--- config.mk ---
export PLATFORM = sky130hd
export DESIGN_NAME = p00_wr_framer
export DESIGN_NICKNAME = d
export VERILOG_FILES = /design/src/rtl/p00_wr_framer.sv
export SDC_FILE = /design/constraint.sdc
export NUM_CORES = 2
export LEC_CHECK = 0
export CORE_AREA = 3 3 431 433
export CTS_CLUSTER_SIZE = 25
export DETAILED_ROUTE_END_ITERATION = 8
export DIE_AREA = 0 0 434 436
export PLACE_DENSITY = 0.5
export SYNTH_ARGS = -nofsm -noshare
export SYNTH_HDL_FRONTEND = slang
export SYNTH_SLANG_ARGS = --single-unit
--- constraint.sdc ---
create_clock -name kernel_clk -period 7.9 [get_ports kernel_clk]
set_input_delay 0.79 -clock kernel_clk [delete_from_list [all_inputs] [get_ports kernel_clk]]
set_output_delay 0.79 -clock kernel_clk [all_outputs]
set_load 0.01 [all_outputs]
--- src/rtl/p00_wr_framer.sv ---
// p00_wr_framer: frames the write-FIFO result stream into AXI4-Stream bursts.
// Beats are counted against a per-call length. tlast marks every burst end and the
// final beat. A 2-entry skid buffer fully registers the m-side outputs.
module p00_wr_framer #(
  parameter int unsigned DATA_WIDTH = 512,
  parameter int unsigned BURST_LEN  = 64,
  parameter int unsigned CNT_WIDTH  = 32
) (
  input  logic                  kernel_clk,
  input  logic                  kernel_rst_n,
  input  logic                  start,
  input  logic [CNT_WIDTH-1:0]  num_beats,
  output logic                  busy,
  output logic                  done,
  output logic [CNT_WIDTH-1:0]  beats_out,
  input  logic                  s_tvalid,
  output logic                  s_tready,
  input  logic [DATA_WIDTH-1:0] s_tdata,
  output logic                  m_tvalid,
  input  logic                  m_tready,
  output logic [DATA_WIDTH-1:0] m_tdata,
  output logic                  m_tlast
);

  localparam int unsigned BcW = (BURST_LEN > 1) ? $clog2(BURST_LEN) : 1;
  localparam logic [BcW-1:0] BurstMax = BcW'(BURST_LEN - 1);

  typedef enum logic [1:0] {StIdle, StRun, StDrain, StFin} state_e;

  state_e                state_q, state_d;
  logic [CNT_WIDTH-1:0]  num_q, num_d;
  logic [CNT_WIDTH-1:0]  in_cnt_q, in_cnt_d;
  logic [CNT_WIDTH-1:0]  beats_q, beats_d;
  logic [BcW-1:0]        burst_q, burst_d;
  logic                  s_tready_q, s_tready_d;
  // Skid entries: head drives the m outputs, tail holds the overflow beat.
  logic                  h_valid_q, h_valid_d, t_valid_q, t_valid_d;
  logic                  h_last_q, h_last_d, t_last_q, t_last_d;
  logic [DATA_WIDTH-1:0] h_data_q, h_data_d, t_data_q, t_data_d;

  logic s_hs, m_hs, start_acc, in_last, out_last, push_last;

  // Handshakes and boundary decodes.
  always_comb begin
    s_hs      = s_tvalid && s_tready_q;
    m_hs      = h_valid_q && m_tready;
    start_acc = (state_q == StIdle) && start;
    in_last   = (in_cnt_q == num_q - CNT_WIDTH'(1));
    out_last  = (beats_q == num_q - CNT_WIDTH'(1));
    push_last = (burst_q == BurstMax) || in_last;
  end

  // Next-state logic for the transfer FSM.
  always_comb begin
    state_d = state_q;
    unique case (state_q)
      StIdle:  if (start) state_d = (num_beats == '0) ? StFin : StRun;
      StRun:   if (s_hs && in_last) state_d = StDrain;
      StDrain: if (m_hs && out_last) state_d = StFin;
      StFin:   state_d = StIdle;
      default: state_d = StIdle;
    endcase
  end

  // Beat, burst and output counters; all restart on an accepted start.
  always_comb begin
    num_d    = num_q;
    in_cnt_d = in_cnt_q;
    burst_d  = burst_q;
    beats_d  = beats_q;
    if (start_acc) begin
      num_d    = num_beats;
      in_cnt_d = '0;
      burst_d  = '0;
      beats_d  = '0;
    end else begin
      if (s_hs) begin
        in_cnt_d = in_cnt_q + CNT_WIDTH'(1);
        burst_d  = (burst_q == BurstMax) ? '0 : burst_q + BcW'(1);
      end
      if (m_hs) beats_d = beats_q + CNT_WIDTH'(1);
    end
  end

  // Skid buffer push/pop; s_tready is only raised when the buffer cannot overflow.
  always_comb begin
    h_valid_d = h_valid_q;
    h_last_d  = h_last_q;
    h_data_d  = h_data_q;
    t_valid_d = t_valid_q;
    t_last_d  = t_last_q;
    t_data_d  = t_data_q;
    if (m_hs) begin
      if (t_valid_q) begin
        h_data_d  = t_data_q;
        h_last_d  = t_last_q;
        t_valid_d = s_hs;
        t_data_d  = s_hs ? s_tdata : t_data_q;
        t_last_d  = s_hs && push_last;
      end else begin
        h_valid_d = s_hs;
        h_data_d  = s_hs ? s_tdata : h_data_q;
        h_last_d  = s_hs && push_last;
      end
    end else if (s_hs) begin
      if (!h_valid_q) begin
        h_valid_d = 1'b1;
        h_data_d  = s_tdata;
        h_last_d  = push_last;
      end else begin
        t_valid_d = 1'b1;
        t_data_d  = s_tdata;
        t_last_d  = push_last;
      end
    end
    // Tail can only be valid when head is, so tail valid means full.
    s_tready_d = (state_d == StRun) && !t_valid_d;
  end

  // State registers with asynchronous reset.
  always_ff @(posedge kernel_clk or negedge kernel_rst_n) begin
    if (!kernel_rst_n) begin
      state_q    <= StIdle;
      num_q      <= '0;
      in_cnt_q   <= '0;
      beats_q    <= '0;
      burst_q    <= '0;
      s_tready_q <= 1'b0;
      h_valid_q  <= 1'b0;
      h_last_q   <= 1'b0;
      h_data_q   <= '0;
      t_valid_q  <= 1'b0;
      t_last_q   <= 1'b0;
      t_data_q   <= '0;
    end else begin
      state_q    <= state_d;
      num_q      <= num_d;
      in_cnt_q   <= in_cnt_d;
      beats_q    <= beats_d;
      burst_q    <= burst_d;
      s_tready_q <= s_tready_d;
      h_valid_q  <= h_valid_d;
      h_last_q   <= h_last_d;
      h_data_q   <= h_data_d;
      t_valid_q  <= t_valid_d;
      t_last_q   <= t_last_d;
      t_data_q   <= t_data_d;
    end
  end

  // Outputs decoded from registers only.
  always_comb begin
    busy      = (state_q == StRun) || (state_q == StDrain);
    done      = (state_q == StFin);
    beats_out = beats_q;
    s_tready  = s_tready_q;
    m_tvalid  = h_valid_q;
    m_tdata   = h_data_q;
    m_tlast   = h_last_q;
  end

endmodule

# Word-level counts from Yosys, hierarchy flattened
# Cells that the tools add are included.
# word_totals
wordCells,84
input_bits,549
ff_bits,1133
output_inout_bits,549
# classes
mux,36
reduce_logical,22
eq_ne,10
add_sub_neg,4
# op_table
operator,count
two-way mux 512 bit,9
two-way mux 32 bit,4
adder 32 x 1 -> 32 bit (second input constant),2
equality test 32 bit,2
zero test 32 bit,1
subtractor 32 x 1 -> 32 bit (second input constant),1
two-way mux 6 bit,3
two-way mux 1 bit,15
nonzero test 2 bit,5
AND reduction 3 bit,3
two-way mux 2 bit,4
case mux 2 bit (4 select lines),1
logical AND 1 bit,7
adder 6 x 1 -> 6 bit (second input constant),1
equality test 6 bit (second input constant),1
equality test 2 x 1 -> 1 bit (second input constant),2
equality test 2 bit (second input constant),2
inequality test 2 bit (second input constant),2
AND reduction 2 bit,2
zero test 2 bit,1
logical OR 1 bit,2
inequality test 2 x 1 -> 1 bit (second input constant),1
zero test 1 bit,1

# Logic depth before layout (Yosys ltp)
# depth
ltp_word,7
ltp_mapped,12
depth_no_buf,11

# Least setup slack after synthesis
# OpenSTA, ideal clock, no wires.
# synth_timing
path_type,register to register
start,reg num_q[0]
end,"reg s_tready_q, in the netlist s_tready"
setup_ns,0.120
required_ns,7.780
period_less_slack_ns,3.175
path_buffers,1
path_stages_with_launch,12
path_slack_ns,4.725
t_arrival_ns,3.055
path_cell_list,dfrtp_1 -> inv_1 -> ha_1 -> or3b_1 -> buf_6 -> or4_4 -> nor4_4 -> xnor2_1 -> o211ai_2 -> nor4_1 -> nand4b_2 -> o211a_1
# synth_via
elab_chain_len,7
word_cells_on_any_way,10
cone_classes,add/sub: 1; eq/ne: 3; mux: 3; reduce/logical: 3
# synth_rtl
item,line,source
from (decl),31,"logic [CNT_WIDTH-1:0] num_q, num_d;"
from (signal assigned),137,num_q <= num_d;
subtractor 32 x 1 -> 32 bit *,"48, 49",
equality test 32 bit (on tied branches),"49, 48",
logical AND 1 bit (on tied branches),"59, 58",
two-way mux 2 bit (on tied branches),"59, 58",
case mux 2 bit (4 select lines) *,56,unique case (state_q)
equality test 2 x 1 -> 1 bit *,117,s_tready_d = (state_d == StRun) && !t_valid_d;
logical AND 1 bit *,117,
via s_tready_d,35,"logic s_tready_q, s_tready_d;"
to (signal assigned),141,s_tready_q <= s_tready_d;
to (decl),35,
# Mark *: on every way through the listed nets, which the timed path passes. The rest lies on a longest branch.
# A chain may end at the register's enable or synchronous reset.

# Worst setup path in the final report
# Same ends and word-level chain as after synthesis.

==> results by group <==
Status
  • Status: finished, final reports clean

Power
  • Pwr dens: 366 nW/µm²
  • P_leak: 32.2 nW
  • Overall Power: 24.6 mW
  • Max rail drop VDD: 210 µV

GRT
  • Gr usage total: 0.175
  • Overflow after GRT: 0
  • First-pass GRT wire length: 247000 µm
  • Largest net degree at the start of global routing: 241
  • Initial antenna violation count: 63
  • Vias in the first global route: 35300

Clock network
  • Post-CTS Hold Buffers: 1
  • Total CTS buffers: 138
  • Clk root buf: clkbuf_16
  • Cts repair resizes: 0
  • TritonCTS clock tree: yes
  • Postcts setup bufs: 0
  • Clk pin slew, worst setup/hold paths: 60 ps
  • CTS sink cnt: 1133
  • Worst skew pair latency: 790 ps
  • Clock Path Buffers: 3
  • H-tree depth: 4

Setup path
  • Worst Setup End Kind: register
  • R2r startpoint: num_q[0]
  • Worst endpoint required time: 8560 ps
  • R2R setup slack: 4020 ps
  • CP Launch Type: register
  • Type of the worst setup path: reg -> reg
  • Worst Setup SP: num_q[0]
  • Critical Path End: s_tready
  • FF-to-FF End: s_tready
  • Largest fanout on the critical path: 7
  • Critical Path AT: 4540 ps
  • Worst r2r path cells: 10

Routing
  • Routed WL per cell: 21.9 µm
  • First-pass DRT Iterations: 7
  • Drt total wl: 168000 µm
  • Vias: 35000
  • 1st-iter DRT viols: 1788
  • DRC: 0
  • Via-to-Cell Ratio: 4.55
  • Final ANT Viol Nets: 0

Placed design
  • Port bufs: 1097
  • Dpl cells: 7425
  • GP Congestion: 0.857
  • Detail Placement HPWL: 121000 µm

Timing
  • RSZ-0062 raised after global routing: no
  • Final hold vios: 0
  • Slew Limit Fails: 0
  • Final setup fails: 0
  • F_max: 258 MHz
  • Setup Skew: 27.2 ps
  • Tcrit/Tclk final: 0.491
  • Slew margin rel.: 0.260
  • Slew @ Worst Pin: 1110 ps
  • Setup TNS: 0 ps
  • Final min period: 3880 ps

Die
  • Die Ht: 436 µm
  • Core Area: 182000 µm²
  • IO Pins: 1098
  • DIE AREA: 189000 µm²
  • Die X: 434 µm
  • Initial core utilization: 0.270
  • # rows: 157

Yosys
  • Distinct cells, synth: 71
  • Synth Cell Area: 49200 µm²
  • Post-synth top flop: dfrtp_1
  • Async SR Flop Fraction: 1.00
  • Mapped Nets: 4739
  • Synth Register Bits: 1133
  • Mapped Cells: 4181
  • Sequential cell area fraction in the yosys report: 0.576
  • Yosys synthesis warning count: 0
  • Syn avg cell area: 11.8 µm²
  • Post-synth EDFFs: 0

Min path
  • Hold crit path type: reg -> reg

Finish
  • Layout cells sized above 1: 0.151
  • Fillcell total: 18000
  • Synthesis-to-layout area growth: 36.4%
  • Fin nets: 5739
  • Non-filler cells in the finished layout: 7689

Job
  • Max cap viols: 0
==> where the power goes <==
| part | total (mW) | switching (mW) | internal [mW] | leakage [nW] |
|---|---|---|---|---|
| Sequential | 9.98 | 1.55 | 8.42 | 14.1 |
| Combinational | 8.29 | 3.96 | 4.33 | 15.9 |
| Clock | 6.33 | 2.63 | 3.70 | 2.19 |
==> cell usage in the layout, fill, tap and decap left out, types with 10 or more instances in the layout <==
cell type        Yosys  layout
nor4_1              20      20
xor2_1              75      75
or3_1               10      10
mux2i_1            514     514
clkbuf_1           230      34
clkbuf_16            0     141
nand2_1            669     668
diode_2              0      22
clkinv_2             0      15
clkdlybuf4s50_1      0    1096
nand3_1             41      41
mux2_2             513     513
inv_1               13      13
o21ai_0            535     535
buf_12               0      14
nand4_1             24      24
nor3_1              11      11
buf_4                0      26
clkbuf_8             0      25
nor2_1             103     103
and3_1              23      23
xnor2_1             54      54
dfrtp_1           1133    1133
nand2b_1            10      10
a21oi_1             21      21
==> worst max-delay path, cell delays in order, from the launching register on <==
cell      delay (ps)
dfrtp_1          470
inv_1            120
ha_1             250
or3b_1           550
or4_4            650
nor4_4           420
xnor2_1          180
o211ai_2         110
nor4_1           330
nand4b_2         370
o211a_1          330
==> layer usage <==
| layer | global-route usage | routed length (µm) |
|---|---|---|
| met4 | 0.0580 | 4910 |
| met5 | 0 | 290 |
| met2 | 0.300 | 84300 |
| met3 | 0.0567 | 11400 |
| met1 | 0.205 | 67300 |
==> Yosys cell counts, types with 3 or more instances <==
library cell	count	area, µm²
or4_1	9	67.6
ha_1	9	113
a22oi_1	3	22.5
buf_6	3	33.8
or2_2	7	43.8
nor2_1	103	387
mux2_2	513	5780
buf_1	38	143
a31oi_1	8	50.1
xor2_1	75	657
inv_1	13	48.8
clkbuf_1	230	863
o31ai_1	4	30.0
mux2i_1	514	5140
nand2_1	669	2510
nor4_1	20	125
o211ai_1	7	52.6
a21oi_1	21	105
nor2b_1	9	56.3
xnor2_1	54	473
nor4_4	4	85.1
o2111ai_1	4	35.0
nand3_1	41	205
dfrtp_1	1133	28400
nand3b_1	4	30.0
nor3_1	11	55.1
nand2b_1	10	62.6
o21ai_0	535	2680
buf_2	7	35.0
and2_1	4	25.0
and3_1	23	144
nand4_1	24	150
o21ai_1	5	25.0
or4_4	4	45.0
and4_1	5	43.8
or3_1	10	62.6
nor4_2	6	75.1
==> sequential cells by signal (all words and copies together), names as in the netlist <==
signal     cells
s_tready       1
t_data_q     512
t_last_q       1
state_q        2
beats_out     32
t_valid_q      1
in_cnt_q      32
m_tdata      512
m_tlast        1
m_tvalid       1
num_q         32
burst_q        6
==> how the worst min path moves through the flow <==
stage                 startpoint            to  slack [ps]  depth (start not counted)
global route        m_tdata[219]  m_tdata[219]         500                          2
finish              m_tdata[408]  m_tdata[408]         470                          2
global placement    m_tdata[252]  m_tdata[252]         460                          2
floorplan            t_data_q[0]   t_data_q[0]         480                          1
CTS                 num_beats[5]      num_q[5]         480                          3
detailed placement  m_tdata[181]  m_tdata[181]         470                          2
==> through the flow <==
step	hold WS, ps	util	worst slack [ps]	cell area [µm²]
after detailed placement	469	0.343	3610	62600
after CTS	475	0.368	4080	67100
after global routing	497	0.368	3870	67100
final	473	0.368	4020	67200
after floorplan	479	-	4720	49200
after global placement	460	0.343	3730	62600
==> area by class of cell <==
cell class	count	area [µm²]	share of cell area
antenna	22	55.1	0.000820
multi-input combinational	2757	19800	0.294
timing repair buffer	1138	11500	0.171
sequential	1133	28400	0.422
tap	2385	2980	0.0444
clock buffer	200	4000	0.0596
inverter	13	48.8	0.000727
clock inverter	41	479	0.00714
==> logic make-up after synthesis <==
kind of cell,share of synthesized area
flops,0.576
mux,0.222
simple gates,0.0882
compound gates,0.0655
buf+inv,0.0228
xor+xnor,0.0230
fa+ha+maj,0.00249
No activity file was read; power rests on OpenSTA's default activity.
